## src/rtl/bcd_display_scanner.sv

```systemverilog
// Six-digit multiplexed 7-segment driver for the HH:MM:SS clock.
// Time-multiplexes the BCD digits onto a shared active-low segment bus,
// with a dead time at the start of every digit slot, a 16-level PWM on-window,
// a per-frame snapshot of the digits, leading-zero blanking of the hour tens
// digit and a colon that blinks at 1 Hz.
// Every output is registered and reflects the counter state before the clock edge.
module bcd_display_scanner #(
   parameter int unsigned DIGIT_CYCLES = 1000,
   parameter int unsigned BLANK_CYCLES = 16
) (
   input  logic       clk,
   input  logic       reset,
   input  logic       enable,
   input  logic [3:0] hh_tens,
   input  logic [3:0] hh_ones,
   input  logic [3:0] mm_tens,
   input  logic [3:0] mm_ones,
   input  logic [3:0] ss_tens,
   input  logic [3:0] ss_ones,
   input  logic [3:0] brightness,
   input  logic       blank_lz,
   output logic [6:0] seg_n,
   output logic       dp_n,
   output logic [5:0] dig_n,
   output logic       frame_start
);

   localparam int unsigned SW          = (DIGIT_CYCLES > 1) ? $clog2(DIGIT_CYCLES) : 1;
   localparam logic [SW-1:0] SLOT_LAST = SW'(DIGIT_CYCLES - 1);
   localparam logic [31:0] ON_SPAN     = 32'(DIGIT_CYCLES - BLANK_CYCLES);
   localparam logic [31:0] BLANK_START = 32'(BLANK_CYCLES);

   logic [SW-1:0] slot_cnt_r;
   logic [2:0]    digit_idx_r;
   logic [23:0]   shadow_r;
   logic [3:0]    bright_r;
   logic          en_d_r;

   logic          snap_rise_s;
   logic          last_slot_s;
   logic [23:0]   live_digits_s;
   logic [23:0]   shadow_view_s;
   logic [3:0]    bright_view_s;
   logic [3:0]    cur_digit_s;
   logic [31:0]   on_len_s;
   logic [31:0]   slot_ext_s;
   logic          in_window_s;
   logic [6:0]    next_seg_s;
   logic          next_dp_s;
   logic [5:0]    dig_sel_s;

   // BCD to active-low segment pattern {g,f,e,d,c,b,a}; non-BCD codes show a dash.
   function automatic logic [6:0] bcd_to_seg(input logic [3:0] v);
      logic [6:0] s;
      case (v)
         4'd0:    s = 7'h40;
         4'd1:    s = 7'h79;
         4'd2:    s = 7'h24;
         4'd3:    s = 7'h30;
         4'd4:    s = 7'h19;
         4'd5:    s = 7'h12;
         4'd6:    s = 7'h02;
         4'd7:    s = 7'h78;
         4'd8:    s = 7'h00;
         4'd9:    s = 7'h10;
         default: s = 7'h3F;
      endcase
      return s;
   endfunction

   assign live_digits_s = {hh_tens, hh_ones, mm_tens, mm_ones, ss_tens, ss_ones};

   // The first scanning cycle sees the freshly sampled digits and brightness so the
   // very first slot after enable is already consistent with its own snapshot.
   always_comb begin
      snap_rise_s   = enable & ~en_d_r;
      last_slot_s   = (slot_cnt_r == SLOT_LAST);
      shadow_view_s = shadow_r;
      bright_view_s = bright_r;
      cur_digit_s   = 4'h0;
      next_seg_s    = 7'h7F;
      next_dp_s     = 1'b1;

      if (snap_rise_s) begin
         shadow_view_s = live_digits_s;
      end else begin
         shadow_view_s = shadow_r;
      end

      if (slot_cnt_r == {SW{1'b0}}) begin
         bright_view_s = brightness;
      end else begin
         bright_view_s = bright_r;
      end

      case (digit_idx_r)
         3'd0:    cur_digit_s = shadow_view_s[3:0];
         3'd1:    cur_digit_s = shadow_view_s[7:4];
         3'd2:    cur_digit_s = shadow_view_s[11:8];
         3'd3:    cur_digit_s = shadow_view_s[15:12];
         3'd4:    cur_digit_s = shadow_view_s[19:16];
         3'd5:    cur_digit_s = shadow_view_s[23:20];
         default: cur_digit_s = 4'h0;
      endcase

      if ((digit_idx_r == 3'd5) && blank_lz && (cur_digit_s == 4'd0)) begin
         next_seg_s = 7'h7F;
      end else begin
         next_seg_s = bcd_to_seg(cur_digit_s);
      end

      // Colon dots live on mm_ones and hh_ones and follow the seconds parity.
      if (((digit_idx_r == 3'd2) || (digit_idx_r == 3'd4)) && !shadow_view_s[0]) begin
         next_dp_s = 1'b0;
      end else begin
         next_dp_s = 1'b1;
      end
   end

   assign slot_ext_s  = 32'(slot_cnt_r);
   assign on_len_s    = (ON_SPAN * ({28'd0, bright_view_s} + 32'd1)) >> 4;
   assign in_window_s = (slot_ext_s >= BLANK_START) && (slot_ext_s < (BLANK_START + on_len_s));
   assign dig_sel_s   = ~(6'b000001 << digit_idx_r);

   // Slot/digit counters, frame snapshot and per-slot brightness latch.
   always_ff @(posedge clk or posedge reset) begin
      if (reset) begin
         slot_cnt_r  <= {SW{1'b0}};
         digit_idx_r <= 3'd0;
         shadow_r    <= 24'h000000;
         bright_r    <= 4'h0;
         en_d_r      <= 1'b0;
      end else if (!enable) begin
         slot_cnt_r  <= {SW{1'b0}};
         digit_idx_r <= 3'd0;
         en_d_r      <= 1'b0;
      end else begin
         en_d_r <= 1'b1;
         if (snap_rise_s || (last_slot_s && (digit_idx_r == 3'd5))) begin
            shadow_r <= live_digits_s;
         end else begin
            shadow_r <= shadow_r;
         end
         if (slot_cnt_r == {SW{1'b0}}) begin
            bright_r <= brightness;
         end else begin
            bright_r <= bright_r;
         end
         if (last_slot_s) begin
            slot_cnt_r <= {SW{1'b0}};
            if (digit_idx_r == 3'd5) begin
               digit_idx_r <= 3'd0;
            end else begin
               digit_idx_r <= digit_idx_r + 3'd1;
            end
         end else begin
            slot_cnt_r <= slot_cnt_r + {{(SW-1){1'b0}}, 1'b1};
         end
      end
   end

   // Registered display outputs; segments change only at slot start, inside the dead time.
   always_ff @(posedge clk or posedge reset) begin
      if (reset) begin
         seg_n       <= 7'h7F;
         dp_n        <= 1'b1;
         dig_n       <= 6'h3F;
         frame_start <= 1'b0;
      end else if (!enable) begin
         seg_n       <= 7'h7F;
         dp_n        <= 1'b1;
         dig_n       <= 6'h3F;
         frame_start <= 1'b0;
      end else begin
         if (slot_cnt_r == {SW{1'b0}}) begin
            seg_n <= next_seg_s;
            dp_n  <= next_dp_s;
         end else begin
            seg_n <= seg_n;
            dp_n  <= dp_n;
         end
         if (in_window_s) begin
            dig_n <= dig_sel_s;
         end else begin
            dig_n <= 6'h3F;
         end
         frame_start <= (slot_cnt_r == {SW{1'b0}}) && (digit_idx_r == 3'd0);
      end
   end

endmodule

```

## config.mk

```make
export PLATFORM = sky130hd
export DESIGN_NAME = bcd_display_scanner
export DESIGN_NICKNAME = d
export VERILOG_FILES = /design/src/rtl/bcd_display_scanner.sv
export SDC_FILE = /design/constraint.sdc
export NUM_CORES = 1
export LEC_CHECK = 0
export CAP_MARGIN = 20
export CORE_MARGIN = 1
export CORE_UTILIZATION = 57
export DETAILED_ROUTE_END_ITERATION = 8
export PLACE_DENSITY = 0.84
export SETUP_SLACK_MARGIN = 0.4
export SYNTH_ARGS = -nofsm -noshare
export SYNTH_HDL_FRONTEND = slang
export SYNTH_SLANG_ARGS = --single-unit
```

## constraint.sdc

```tcl
create_clock -name clk -period 8.45 [get_ports clk]
set_input_delay 0.845 -clock clk [delete_from_list [all_inputs] [get_ports clk]]
set_output_delay 0.845 -clock clk [all_outputs]
set_load 0.005 [all_outputs]
```

==> impl_metrics.csv <==
group,metric,value,unit
worst_setup_path,start_kind,"flip-flop",
timing,report.final.slew_viol_count,0,
worst_setup_path,required,8.67,ns
worst_setup_path,arrival,7.52,ns
synthesis,yosys_most_used_dff,"dfrtp_1",
worst_setup_path,worstSetupPathType,"flip-flop to flip-flop",
clocking,h-tree-depth,3,
clocking,cts_made_buffers,9,
synthesis,synth_area,4190,um^2
synthesis,synth.avg_cell_area,10.2,um^2
clocking,clkLatencyLatePin,0.33,ns
die,boundaryPins,47,
synthesis,synthCells,413,
synthesis,async_reset_ff_share,100,%
die,design.die.area,7710,um^2
clocking,post_cts_buffers,0,
cells_and_area,final_nets,541,
global_route,gr-usage-all-layers,25.7,%
timing,fin_setup_tns,0,ns
synthesis,synthAdderAreaFrac,16.2,%
die,coreArea,6940,um^2
cells_and_area,syn2layout_area_growth,16.9,%
synthesis,synth-seq-area-share,34.4,%
synthesis,synth-seq-cells,57,
synthesis,synth.largest_area_cell,"dfrtp_1",
die,die_w,87.8,um
synthesis,synth_edf_count,0,
worst_setup_path,critical-path-max-stage-delay,0.53,ns
route,drt-pass1-iter-count,4,
cells_and_area,drive_gt1_share,17.3,%
clocking,postCtsResizedCells,0,
synthesis,synthMuxAreaShare,14.3,%
clocking,cts_tree,"done",
global_route,antenna_found_initial,0,
power_and_ir_drop,p_per_area,406,nW/um^2
synthesis,synth.distinct_cells,54,
timing,hold_violations,0,
timing,fmax,137,MHz
worst_setup_path,critPathCaptureType,"flip-flop",
die,num_rows,30,
timing,post-route-period-util,86.4,%
placement,dp.final_hpwl,6960,um
route,ant_nets,0,
cells_and_area,antenna_cells,0,
clocking,clockRootBuffer,"clkbuf_8",
timing,max_slew_margin,33.6,%
synthesis,synth_top_area_share,25.7,%
timing,finalClockSkew,0.0120,ns
synthesis,synth_simple_gate_area_share,14.5,%
global_route,grt_pass1_vias,3387,
outcome,status,"finished clean",
timing,period_minus_slack,7.30,ns
worst_setup_path,cp_max_fo,12,
global_route,grt_overflow_total,0,
synthesis,synth_compound_area_share,11.8,%
timing,worst-slew-pin-transition,0.993,ns
global_route,grt_max_degree,58,
placement,gp_congestion,0.886,
clocking,hold_buffers,0,
synthesis,synth_fp_nets,495,
route,viasPerCell,5.72,
power_and_ir_drop,p_total,1990,uW
power_and_ir_drop,cellLeakagePower,0.00219,uW
synthesis,synth_xor_area_share,4.18,%
worst_setup_path,startpoint,"slot_cnt_r[8]",
route,drtIter0Drc,111,
clocking,clockBufferDepth,2,
clocking,cts.clk_slew.worst_paths,0.06,ns
route,wire_per_inst,16.2,um
placement,io_buffer_count,46,
clocking,clock_sinks,57,
min_path,min-delay-start,"seg_n[6]",
synthesis,ys_top_cells_by_count,"dfrtp_1 (43), ha_1 (43), nand2_1 (32)",
timing,layout_setup_ws,1.15,ns
die,die_h,87.8,um
timing,rsz0062_at_grt,"no",
power_and_ir_drop,peakVddDrop,0.481,mV
global_route,grt_pass1_wl,15500,um
worst_setup_path,reg2reg_from,"slot_cnt_r[8]",
worst_setup_path,cpMaxStageDelayCell,"fa_1",
die,start_util,60.4,%
synthesis,synthTopCellsByArea,"dfrtp_1 (26%), ha_1 (13%), dfstp_2 (8.8%)",
placement,preCtsSetupSlack,1.22,ns
min_path,min_path_type,"flip-flop to flip-flop",
synthesis,synth_top_family_by_area,"adder cells",
route,wl,9040,um
synthesis,synth_warnings,0,
route,vias,3198,
timing,finalSetupViolCount,0,
route,drc,0,
flow_run,maxCapViolCount,0,
[kinds of logic (layout without fill, tap and decap cells)]
group | after synthesis | after routing
AND/OR/NAND/NOR | 117 | 117
AO/OA/AOI/OAI | 71 | 71
flip-flops | 57 | 57
multiplexers | 54 | 54
adder cells (fa/ha/maj) | 50 | 50
buffers and inverters | 44 | 94
XOR/XNOR | 20 | 20
[critical path, delay by kind of cell, from the launching register on]
kind | cells | cell delay, ns
fa+ha+maj | 5 | 1.78
simple gates | 9 | 2.28
flops | 1 | 0.42
mux | 2 | 0.77
compound gates | 6 | 0.94
buf+inv | 3 | 0.34
xor+xnor | 2 | 0.65
[layer usage]
| metal | track usage, % | vias up | part of all wire [%] |
|---|---|---|---|
| met3 | 5.18 | 20 | 3.2 |
| met2 | 45.9 | 63 | 51 |
| li1 | - | 1561 | - |
| met5 | 0 | - | 0 |
| met1 | 31.1 | 1554 | 44 |
| met4 | 8.20 | 0 | 1.9 |
[flip-flops by register name, summed over array words and instances, names as in the netlist]
signal and count:
shadow_r 24, slot_cnt_r 10, seg_n 7, dig_n 6, bright_r 4, digit_idx_r 3, dp_n 1, en_d_r 1
frame_start 1
[path summary, 6_finish.rpt]
path | to | slack [ns] | depth (start not counted)
worst max register to register | dig_n[4] | 1.15 | 27
min in group asynchronous | slot_cnt_r[5] | 1.02 | 3
worst min register to register | seg_n[6] | 0.49 | 2
worst max-delay path | dig_n[4] | 1.15 | 27
worst min-delay path | seg_n[6] | 0.49 | 2
max in group asynchronous | shadow_r[11] | 6.94 | 3
[report_power, final]
part | total (uW) | internal [uW] | leakage [uW] | switching [uW]
Clock | 230 | 128 | 0.0000915 | 102
Sequential | 323 | 306 | 0.000678 | 17.0
Combinational | 1440 | 637 | 0.00142 | 800
[stage by stage]
stage	instances	hold WS, ns	utilization [%]	instance area (um^2)
after global placement	544	0.482	68.0	4720
final	559	0.486	70.6	4900
after detailed placement	544	0.478	68.0	4720
after global routing	559	0.501	70.6	4900
after CTS	559	0.490	70.6	4900
after floorplan	413	0.470	-	4190
[layout by cell type (no fill, tap or decap), drive strengths merged, types with 11 or more instances in the layout]
master / n
mux2i: 24
nand4: 11
o22ai: 11
dfstp: 14
nor2: 27
ha: 43
nand2: 32
inv: 30
a21oi: 22
dfrtp: 43
clkbuf: 13
clkdlybuf4s50: 46
mux2: 28
[area by class of cell]
| class | count | area [um^2] |
|---|---|---|
| clock buffer | 13 | 169 |
| clock inverter | 2 | 12.5 |
| fill | 528 | 2040 |
| inverter | 30 | 113 |
| multi-input combinational | 312 | 2560 |
| sequential | 57 | 1440 |
| tap | 96 | 120 |
| timing repair buffer | 49 | 483 |
(Power assumes the default switching activity.)
